<file path="src/rtl/sort_stream_if.sv">
// Stream bundle for sort_stream: input word stream in, sorted word stream out.
// Latency: none (wires only).
// Backpressure: in_ready / out_ready close each valid/ready handshake.
interface sort_stream_if #(
  parameter int WIDTH = 8
);

  // Producer -> sorter
  logic             in_valid;
  logic             in_ready;
  logic [WIDTH-1:0] in_data;
  logic             in_last;

  // Sorter -> consumer
  logic             out_valid;
  logic             out_ready;
  logic [WIDTH-1:0] out_data;
  logic             out_last;

  // Sorter side
  modport slave (
    input  in_valid,
    input  in_data,
    input  in_last,
    output in_ready,
    output out_valid,
    output out_data,
    output out_last,
    input  out_ready
  );

  // Producer/consumer side
  modport master (
    output in_valid,
    output in_data,
    output in_last,
    input  in_ready,
    input  out_valid,
    input  out_data,
    input  out_last,
    output out_ready
  );

endinterface

</file>
<file path="src/rtl/sort_stream.sv">
// Streaming frame sorter: load up to DEPTH words, odd-even transposition sort, drain in order.
// Latency: DEPTH+1 cycles from the frame-ending input transfer to the first output word.
// Backpressure: in_ready only in LOAD; output word/last held stable while out_valid && !out_ready.
// Build option SORT_DESC_EN: descending order with all-zeros pad (default ascending, all-ones pad).
module sort_stream #(
  parameter  int WIDTH = 8,
  parameter  int DEPTH = 8,
  localparam int CW    = $clog2(DEPTH + 1)
) (
  input  logic           clk,
  input  logic           rst_n,
  sort_stream_if.slave   s,
  output logic           busy
);

  // Slot index width; a count never exceeds DEPTH, a slot index never exceeds DEPTH-1.
  localparam int AW = (DEPTH > 1) ? $clog2(DEPTH) : 1;

  localparam logic [CW-1:0] LAST_IDX = CW'(DEPTH - 1);
  localparam logic [CW-1:0] ONE      = CW'(1);

  // Pad value fills unused slots so they sort behind every real word.
`ifdef SORT_DESC_EN
  localparam logic [WIDTH-1:0] PAD = '0;
`else
  localparam logic [WIDTH-1:0] PAD = '1;
`endif

  typedef enum logic [1:0] {
    LOAD  = 2'd0,
    SORT  = 2'd1,
    DRAIN = 2'd2
  } state_t;

  state_t           state_q, state_d;
  logic [CW-1:0]    count_q, count_d;     // words in the current frame
  logic [CW-1:0]    stage_q, stage_d;     // sort stage index k
  logic [CW-1:0]    rd_ptr_q, rd_ptr_d;   // slot currently presented on out_data
  logic [WIDTH-1:0] slot_q [DEPTH];
  logic [WIDTH-1:0] slot_d [DEPTH];
  logic [WIDTH-1:0] sorted [DEPTH];       // slots after this cycle's exchange stage

  logic             out_valid_q, out_valid_d;
  logic [WIDTH-1:0] out_data_q,  out_data_d;
  logic             out_last_q,  out_last_d;

  logic             in_acc;
  logic             out_acc;
  logic [CW-1:0]    nxt_ptr;

  // True when the pair (a at lower index, b at higher index) must be exchanged.
  // Ties never swap, which keeps the network stable for equal keys.
  function automatic logic out_of_order(input logic [WIDTH-1:0] a,
                                        input logic [WIDTH-1:0] b);
`ifdef SORT_DESC_EN
    return a < b;
`else
    return a > b;
`endif
  endfunction

  assign in_acc  = s.in_valid && (state_q == LOAD);
  assign out_acc = out_valid_q && s.out_ready;
  assign nxt_ptr = rd_ptr_q + ONE;

  // One odd-even transposition stage: even pairs on even k, odd pairs on odd k.
  always_comb begin
    sorted = slot_q;
    for (int i = 0; i < DEPTH - 1; i++) begin
      if ((((i % 2) != 0) == stage_q[0]) && out_of_order(slot_q[i], slot_q[i+1])) begin
        sorted[i]   = slot_q[i+1];
        sorted[i+1] = slot_q[i];
      end
    end
  end

  // Next-state and output-register logic for LOAD -> SORT -> DRAIN.
  always_comb begin
    state_d     = state_q;
    count_d     = count_q;
    stage_d     = stage_q;
    rd_ptr_d    = rd_ptr_q;
    slot_d      = slot_q;
    out_valid_d = out_valid_q;
    out_data_d  = out_data_q;
    out_last_d  = out_last_q;

    unique case (state_q)
      LOAD: begin
        if (in_acc) begin
          slot_d[count_q[AW-1:0]] = s.in_data;
          count_d                 = count_q + ONE;
          // Frame ends on in_last or when the last free slot is filled.
          if (s.in_last || (count_q == LAST_IDX)) begin
            state_d = SORT;
            stage_d = '0;
          end
        end
      end

      SORT: begin
        slot_d  = sorted;
        stage_d = stage_q + ONE;
        // DEPTH stages fully sort any DEPTH-entry array; present slot 0 straight from the last stage.
        if (stage_q == LAST_IDX) begin
          state_d     = DRAIN;
          rd_ptr_d    = '0;
          out_valid_d = 1'b1;
          out_data_d  = sorted[0];
          out_last_d  = (count_q == ONE);
        end
      end

      DRAIN: begin
        if (out_acc) begin
          if (rd_ptr_q == count_q - ONE) begin
            // Final word taken: clear the frame and reopen the input next cycle.
            state_d     = LOAD;
            count_d     = '0;
            rd_ptr_d    = '0;
            out_valid_d = 1'b0;
            out_data_d  = '0;
            out_last_d  = 1'b0;
            for (int i = 0; i < DEPTH; i++) begin
              slot_d[i] = PAD;
            end
          end else begin
            rd_ptr_d   = nxt_ptr;
            out_data_d = slot_q[nxt_ptr[AW-1:0]];
            out_last_d = (nxt_ptr == count_q - ONE);
          end
        end
      end

      default: begin
        state_d = LOAD;
      end
    endcase
  end

  // State and datapath registers; reset aborts any frame and refills the pad.
  always_ff @(posedge clk or negedge rst_n) begin
    if (!rst_n) begin
      state_q     <= LOAD;
      count_q     <= '0;
      stage_q     <= '0;
      rd_ptr_q    <= '0;
      out_valid_q <= 1'b0;
      out_data_q  <= '0;
      out_last_q  <= 1'b0;
      for (int i = 0; i < DEPTH; i++) begin
        slot_q[i] <= PAD;
      end
    end else begin
      state_q     <= state_d;
      count_q     <= count_d;
      stage_q     <= stage_d;
      rd_ptr_q    <= rd_ptr_d;
      out_valid_q <= out_valid_d;
      out_data_q  <= out_data_d;
      out_last_q  <= out_last_d;
      slot_q      <= slot_d;
    end
  end

  assign s.in_ready  = (state_q == LOAD);
  assign s.out_valid = out_valid_q;
  assign s.out_data  = out_data_q;
  assign s.out_last  = out_last_q;
  assign busy        = (state_q != LOAD);

  // A stalled output word must not move or vanish.
  a_out_hold: assert property (@(posedge clk) disable iff (!rst_n)
    (out_valid_q && !s.out_ready) |=> (out_valid_q && $stable(out_data_q) && $stable(out_last_q)));

  // Nothing is presented while the frame is still being sorted or loaded.
  a_no_out_outside_drain: assert property (@(posedge clk) disable iff (!rst_n)
    (state_q != DRAIN) |-> !out_valid_q);

endmodule
</file>
<file path="src/flat_wrapper.sv">
// flat-port wrapper written by rule: the top's interface ports become plain ports
module sort_stream_flat 
#(
  parameter  int WIDTH = 8,
  parameter  int DEPTH = 8,
  localparam int CW    = $clog2(DEPTH + 1)
)
  (clk, rst_n, busy, s_in_valid, s_in_data, s_in_last, s_in_ready, s_out_valid, s_out_data, s_out_last, s_out_ready);
  sort_stream_if #(.WIDTH(WIDTH)) s_i ();
  input  logic clk;
  input  logic rst_n;
  output logic busy;
  input wire logic [$bits(s_i.in_valid)-1:0] s_in_valid;
  input wire logic [$bits(s_i.in_data)-1:0] s_in_data;
  input wire logic [$bits(s_i.in_last)-1:0] s_in_last;
  output wire logic [$bits(s_i.in_ready)-1:0] s_in_ready;
  output wire logic [$bits(s_i.out_valid)-1:0] s_out_valid;
  output wire logic [$bits(s_i.out_data)-1:0] s_out_data;
  output wire logic [$bits(s_i.out_last)-1:0] s_out_last;
  input wire logic [$bits(s_i.out_ready)-1:0] s_out_ready;
  assign s_i.in_valid = s_in_valid;
  assign s_i.in_data = s_in_data;
  assign s_i.in_last = s_in_last;
  assign s_in_ready = s_i.in_ready;
  assign s_out_valid = s_i.out_valid;
  assign s_out_data = s_i.out_data;
  assign s_out_last = s_i.out_last;
  assign s_i.out_ready = s_out_ready;
  sort_stream #(.WIDTH(WIDTH), .DEPTH(DEPTH)) u_core (.clk(clk), .rst_n(rst_n), .s(s_i), .busy(busy));
endmodule
</file>
<file path="config.mk">
export PLATFORM = sky130hd
export DESIGN_NAME = sort_stream_flat
export DESIGN_NICKNAME = d
export VERILOG_FILES = /design/src/rtl/sort_stream_if.sv /design/src/rtl/sort_stream.sv /design/src/flat_wrapper.sv
export SDC_FILE = /design/constraint.sdc
export NUM_CORES = 1
export LEC_CHECK = 0
export ABC_CLOCK_PERIOD_IN_PS = 6300
export BUFFER_PORTS_ARGS = -buffer_cell sky130_fd_sc_hd__buf_2
export CAP_MARGIN = 20
export CORE_MARGIN = 3
export CORE_UTILIZATION = 53
export DETAILED_ROUTE_END_ITERATION = 10
export MAX_ROUTING_LAYER = met4
export PLACE_DENSITY_LB_ADDON = 0.12
export SLEW_MARGIN = 30
export SYNTH_ARGS = -nofsm -noshare
export SYNTH_HDL_FRONTEND = slang
export SYNTH_SLANG_ARGS = --single-unit
</file>
<file path="constraint.sdc">
create_clock -name clk -period 6.3 [get_ports clk]
set_input_delay 0.315 -clock clk [delete_from_list [all_inputs] [get_ports clk]]
set_output_delay 0.315 -clock clk [all_outputs]
set_load 0.02 [all_outputs]
</file>
==> metrics.cfg, run 1 <==
[status]
status=finished with violations
violations=DRC

[yosys]
synthCells=740
synth-main-ff-cell=dfstp_2
ys_seq_area_share_pct=32.3
synth_nets=818
yosys_warnings=0
async_flop_share_pct=100
synth_seq_cells=88
synth_cell_types=68
synth_edf_count=0
syn_area_um2=7060
syn_area_per_cell_um2=9.55

[worst_setup_path]
rr_startpoint=u_core.count_q[0]
r2r_slack_ns=3.00
rr_worst_depth=8
startpoint=u_core.count_q[0]
cp.required_ns=6.54
crit_fanout=16
cp.arrival_ns=3.54
start_kind=flip-flop
worstSetupPathType=reg2reg
cp-end-kind=flip-flop

[clock_tree]
hold_buffers=1
cts_resized=0
clock-sinks=88
path_clk_slew_ns=0.07
cts_tree=yes
cts-root-buf=clkbuf_16
clk_path_buf_depth=2
cts_setup_buffers=0
htreeDepth=3
cts_made_buffers=9
clock_latency_ns=0.36

[hold_path]
hold_path_depth=3
worstHoldPathType=in2reg

[placement]
hpwl_um=17200
place_area_um2=7350
io_buffers=24
gp_congestion=1.04
placed_cells=913

[grt]
grt_max_degree=71
grt_overflow=0
grt_pass1_vias=6573
grt_pass1_wl_um=36900
antenna_found_initial=0
grt.total_usage_pct=33.5

[routing]
dr.first_iter.drc_count=905
vias_per_cell=7.23
dr.pass1.iters=11
route.detailed.wl_per_inst_um=25.3
ant_nets=0
drc=2
drt-total-wl_um=23500
vias=6734

[die]
coreArea_um2=12800
io_pins=25
chipHeight_um=121
die_w_um=121
start_util_pct=55.1
design.die.area_um2=14800
rows=41

[finish]
finalInstanceArea_um2=7710
final_layout_size_suffix_gt1_share_pct=21.6
layoutNonFillerInstCount=931
nets=832
area_growth_pct=9.12
fill_cells=1120
post-route-util_pct=60.1
diodes=0

[sta]
hold_viol_final=0
skew_ns=0.0103
worst_pin_slew_ns=0.920
fin_crit_sh_pct=52.4
report.final.slew_viol_count=0
setup_violations=0
rsz0062_at_grt=no
fin_setup_tns_ns=0
slew-limit-headroom_pct=38.6
period_needed_ns=3.30
max_freq_mhz=303

[flow_run]
max_cap_violations=0

[metal layers]
metal  vias up  track usage, %  share of wire, %
met5         -               -                 0
met4         0            14.5               4.1
met3       107            7.88                11
met2       474            50.1                46
met1      3258            43.7                39
li1       2895               -                 -
[how the worst min path moves through the flow]
stage                from                 to  slack [ns]
6_report       s_in_valid  u_core.count_q[1]        0.26
5_1_grt        s_in_valid  u_core.count_q[1]        0.30
4_1_cts        s_in_valid  u_core.count_q[1]        0.25
3_5_place_dp        rst_n  u_core.stage_q[2]        0.20
3_3_place_gp        rst_n  u_core.stage_q[2]        0.20
2_1_floorplan       rst_n  u_core.count_q[0]        0.02
[worst max-delay path, stage by stage (launching register included)]
cell and delay [ns]:
dfrtp_1 0.66, inv_1 0.20, ha_1 0.40, xnor2_1 0.15, or2_1 0.24, o41ai_1 0.44, nand2_2 0.36, a311oi_4 0.53
a22oi_1 0.19
[cells in the mapped netlist, types with 4 or more instances]
| cell type | number | share of area [%] |
|---|---|---|
| xnor2_1 | 8 | 0.99 |
| nand4_1 | 12 | 1.1 |
| nand2_1 | 47 | 2.5 |
| nand3_1 | 37 | 2.6 |
| o211ai_1 | 7 | 0.74 |
| or2_2 | 10 | 0.89 |
| o221ai_1 | 11 | 1.4 |
| and3_1 | 5 | 0.44 |
| clkbuf_1 | 22 | 1.2 |
| dfstp_2 | 64 | 24 |
| mux2_2 | 8 | 1.3 |
| inv_1 | 72 | 3.8 |
| ha_1 | 65 | 12 |
| a31oi_1 | 11 | 0.97 |
| nor2_1 | 37 | 2.0 |
| mux4_2 | 16 | 5.1 |
| a21o_1 | 8 | 0.85 |
| dfrtp_1 | 24 | 8.5 |
| a21oi_1 | 35 | 2.5 |
| buf_2 | 4 | 0.28 |
| o21ai_0 | 28 | 2.0 |
| a211oi_1 | 6 | 0.64 |
| nor2b_1 | 17 | 1.5 |
| a22oi_1 | 48 | 5.1 |
| nor3_1 | 9 | 0.64 |
| buf_1 | 5 | 0.27 |
| a32oi_1 | 9 | 1.1 |
| a221oi_1 | 23 | 2.9 |
| mux2i_1 | 23 | 3.3 |
| nand2b_1 | 4 | 0.35 |
| a222oi_1 | 16 | 2.3 |
[final cells by class]
class,count,area (um2),area share [%]
Clock buffer,11,254,3.29
Clock inverter,5,62.6,0.812
Inverter,73,274,3.55
Multi-Input combinational cell,548,4410,57.2
Sequential cell,88,2280,29.6
Tap cell,172,215,2.79
Timing Repair Buffer,34,213,2.76
[cell usage in the layout (no fill, tap or decap), types with 4 or more instances in the layout]
master / Yosys / final
xnor2_1: 8 / 8
nand2_1: 47 / 47
and3_1: 5 / 5
dfstp_2: 64 / 64
ha_1: 65 / 65
a211oi_1: 6 / 4
dfrtp_1: 24 / 23
a21o_1: 8 / 8
nor2_1: 37 / 37
o221ai_1: 11 / 11
nor2b_1: 17 / 17
a32oi_1: 9 / 9
mux2_2: 8 / 8
o211ai_1: 7 / 7
nand2b_1: 4 / 4
a22oi_1: 48 / 48
a221oi_1: 23 / 23
nor3_1: 9 / 7
buf_4: 0 / 9
nand4_1: 12 / 12
a21oi_1: 35 / 35
a222oi_1: 16 / 16
mux4_2: 16 / 16
o21ai_0: 28 / 28
buf_2: 4 / 23
inv_1: 72 / 72
nand3_1: 37 / 37
clkbuf_16: 0 / 10
mux2i_1: 23 / 23
a31oi_1: 11 / 11
or2_2: 10 / 10
[cells by family after synthesis]
| kind of cell | count (synthesis) | synth area share, % |
|---|---|---|
| compound gates | 230 | 25.4 |
| xor+xnor | 10 | 1.35 |
| fa+ha+maj | 65 | 11.5 |
| buf+inv | 104 | 5.60 |
| flops | 88 | 32.3 |
| mux | 48 | 9.79 |
| simple gates | 195 | 14.0 |
[per-stage QoR]
step | setup slack (ns) | hold WS (ns)
after floorplan | 3.76 | 0.0194
after global placement | 3.32 | 0.200
after detailed placement | 3.22 | 0.204
after CTS | 3.16 | 0.252
after global routing | 2.91 | 0.296
final | 3.00 | 0.260
Power of run 1 is left out: the tool's default activity adds up to more than one toggle a clock period on the data nets, which glitch-free logic cannot reach.
==> inputs of run 2 (changes only) <==
--- a/config.mk
+++ b/config.mk
@@ -5,7 +5,7 @@
 export SDC_FILE = /design/constraint.sdc
 export NUM_CORES = 1
 export LEC_CHECK = 0
-export ABC_CLOCK_PERIOD_IN_PS = 6300
+export ABC_CLOCK_PERIOD_IN_PS = 3400
 export BUFFER_PORTS_ARGS = -buffer_cell sky130_fd_sc_hd__buf_2
 export CAP_MARGIN = 20
 export CORE_MARGIN = 3
==> constraint.sdc (replaced) <==
create_clock -name clk -period 3.4 [get_ports clk]
set_input_delay 0.17 -clock clk [delete_from_list [all_inputs] [get_ports clk]]
set_output_delay 0.17 -clock clk [all_outputs]
set_load 0.02 [all_outputs]
==> run 2 against run 1 <==
The run now ends clean. Sequential cell count stayed put. Worst hold slack worse by 0.13 ns. Non-clock buffer count rose by 8. Register-to-register slack worse by 2.6 ns. Routed wire length is 2.9% lower. Worst setup slack got worse by 2.6 ns. Final cell count up 0.86%. Maximum frequency grew 10%. Via count fell by 1.5%. Clock skew fell by 0.00080 ns. Global-route usage decreased by 0.67 points. Critical path type unchanged. Highest routed layer unchanged.
==> metrics.cfg, run 2 (synthesis results as in run 1) <==
[status]
status=complete, no violations

[routing]
vias_per_cell=7.06  ; -2.4%
dr.first_iter.drc_count=802  ; -11%
vias=6631  ; -1.5%
route.detailed.wl_per_inst_um=24.3  ; -3.7%
drc=0  ; -2
drt-total-wl_um=22800  ; -2.9%
ant_nets=0  ; unchanged
dr.pass1.iters=7  ; -4

[placement]
gp_congestion=1.01  ; -3.0%
placed_cells=922  ; +0.99%
io_buffers=24  ; unchanged
place_area_um2=7410  ; +0.89%
hpwl_um=17100  ; -0.59%

[clock_tree]
cts_tree=yes
cts_setup_buffers=0  ; unchanged
cts_made_buffers=9  ; unchanged
htreeDepth=3  ; unchanged
clock-sinks=88  ; unchanged
clock_latency_ns=0.35  ; about the same
cts-root-buf=clkbuf_16
path_clk_slew_ns=0.06  ; about the same
clk_path_buf_depth=2  ; unchanged

[sta]
fin_setup_tns_ns=0  ; unchanged
fin_crit_sh_pct=88.3  ; +36 points
timing.hold.ws_ns=0.130  ; -0.130 ns
rsz0062_at_grt=no
setup_violations=0  ; unchanged
skew_ns=0.00948  ; -0.000802 ns
slew-limit-headroom_pct=44.4  ; +5.9 points
period_needed_ns=3.00  ; -0.302 ns
hold_viol_final=0  ; unchanged
worst_pin_slew_ns=0.832  ; -0.0878 ns
max_freq_mhz=333  ; +10%
report.final.slew_viol_count=0  ; unchanged

[worst_setup_path]
critPathSlowestCell=a211o_1
start_kind=flip-flop
cp.depth=8  ; unchanged
r2r_slack_ns=0.40  ; -2.60 ns
worstSetupPathType=reg2reg
crit_fanout=17  ; +1
cp.required_ns=3.65  ; -2.89 ns
crit_top_cell=a21oi_1
crit_buf_inv=1  ; unchanged
rr_worst_depth=8  ; unchanged
path_cells=inv_1, ha_1, a21oi_1, nand2_1, a21oi_1, a211o_1, a311o_1, a22oi_1
path_delay_family=compound AO/OA/AOI/OAI gates
cp-end-kind=flip-flop
slowest_delay_ns=0.68  ; +0.02 ns
cp.arrival_ns=3.25  ; -0.29 ns

[die]
coreArea_um2=12800  ; unchanged
io_pins=25  ; unchanged
chipHeight_um=121  ; unchanged
design.die.area_um2=14800  ; unchanged
die_w_um=121  ; unchanged
start_util_pct=55.1  ; unchanged
rows=41  ; unchanged

[grt]
grt_pass1_vias=6396  ; -2.7%
antenna_found_initial=0  ; unchanged
grt_overflow=0  ; unchanged
grt.total_usage_pct=32.8  ; -0.67 points
grt_max_degree=89  ; +25%
grt_pass1_wl_um=36100  ; -2.1%

[finish]
final_layout_size_suffix_gt1_share_pct=21.3  ; -0.36 points
area_growth_pct=8.78
final_common_cell=inv_1
fill_cells=1086  ; -3.0%
finalInstanceArea_um2=7680  ; -0.31%
diodes=0  ; unchanged
layoutNonFillerInstCount=939  ; +0.86%
nets=840  ; +0.96%
most-common-layout-cells=inv_1, ha_1, dfstp_2
seqCellArea_um2=2280  ; about the same
multi_input_area_um2=4390  ; -0.45%

[hold_path]
worstHoldPathType=in2reg

[flow_run]
max_cap_violations=0  ; unchanged

-- run 2: cell count changes in the layout (fill, tap and decap cells not counted), sizes merged --
cell,before,now
buf,33,41
bufinv,1,0
clkbuf,11,15
clkinv,3,2
clkinvlp,1,0
inv,73,72
-- run 2: final cells by class --
type | count | area share [%]
Sequential cell | 88 | 29.7
Timing Repair Buffer | 42 | 3.44
Clock buffer | 15 | 3.35
Clock inverter | 1 | 0.0651
Tap cell | 172 | 2.80
Multi-Input combinational cell | 548 | 57.1
Inverter | 73 | 3.57
-- run 2: worst min-delay path, cell delays in order --
cell	delay [ns]
buf_2	0.12
nand4b_1	0.09
nand2_1	0.06
-- run 2: timing repair --
action / 4_1_cts / 5_1_grt
endpoints found under the setup margin: 0 / 0
hold buffers: 1 / 0
resized for setup: 0 / 0
hold endpoints to repair: 24 / 0
-- run 2: worst min path at each step --
stage / to / cells after the start / from / slack [ns]
global route: u_core.count_q[1] / 3 / s_in_valid / 0.17
detailed placement: u_core.count_q[3] / 1 / rst_n / 0.29
finish: u_core.count_q[1] / 3 / s_in_valid / 0.13
floorplan: u_core.count_q[0] / 0 / rst_n / -0.13
CTS: u_core.count_q[1] / 3 / s_in_valid / 0.13
global placement: u_core.count_q[3] / 1 / rst_n / 0.44
-- run 2: stage by stage --
stage,setup WS [ns],util (%)
finish,0.399,59.9
global placement,0.482,57.8
global route,0.286,59.9
floorplan,0.861,-
detailed placement,0.484,57.8
CTS,0.447,59.9
-- run 2: metal layers --
| metal | global-route usage, % | part of all wire [%] | vias up |
|---|---|---|---|
| li1 | - | - | 2910 |
| met1 | 43.6 | 41 | 3243 |
| met2 | 48.7 | 45 | 387 |
| met3 | 7.04 | 10 | 91 |
| met4 | 13.9 | 4.4 | 0 |
| met5 | - | 0 | - |
Power of run 2 is left out for the same reason.
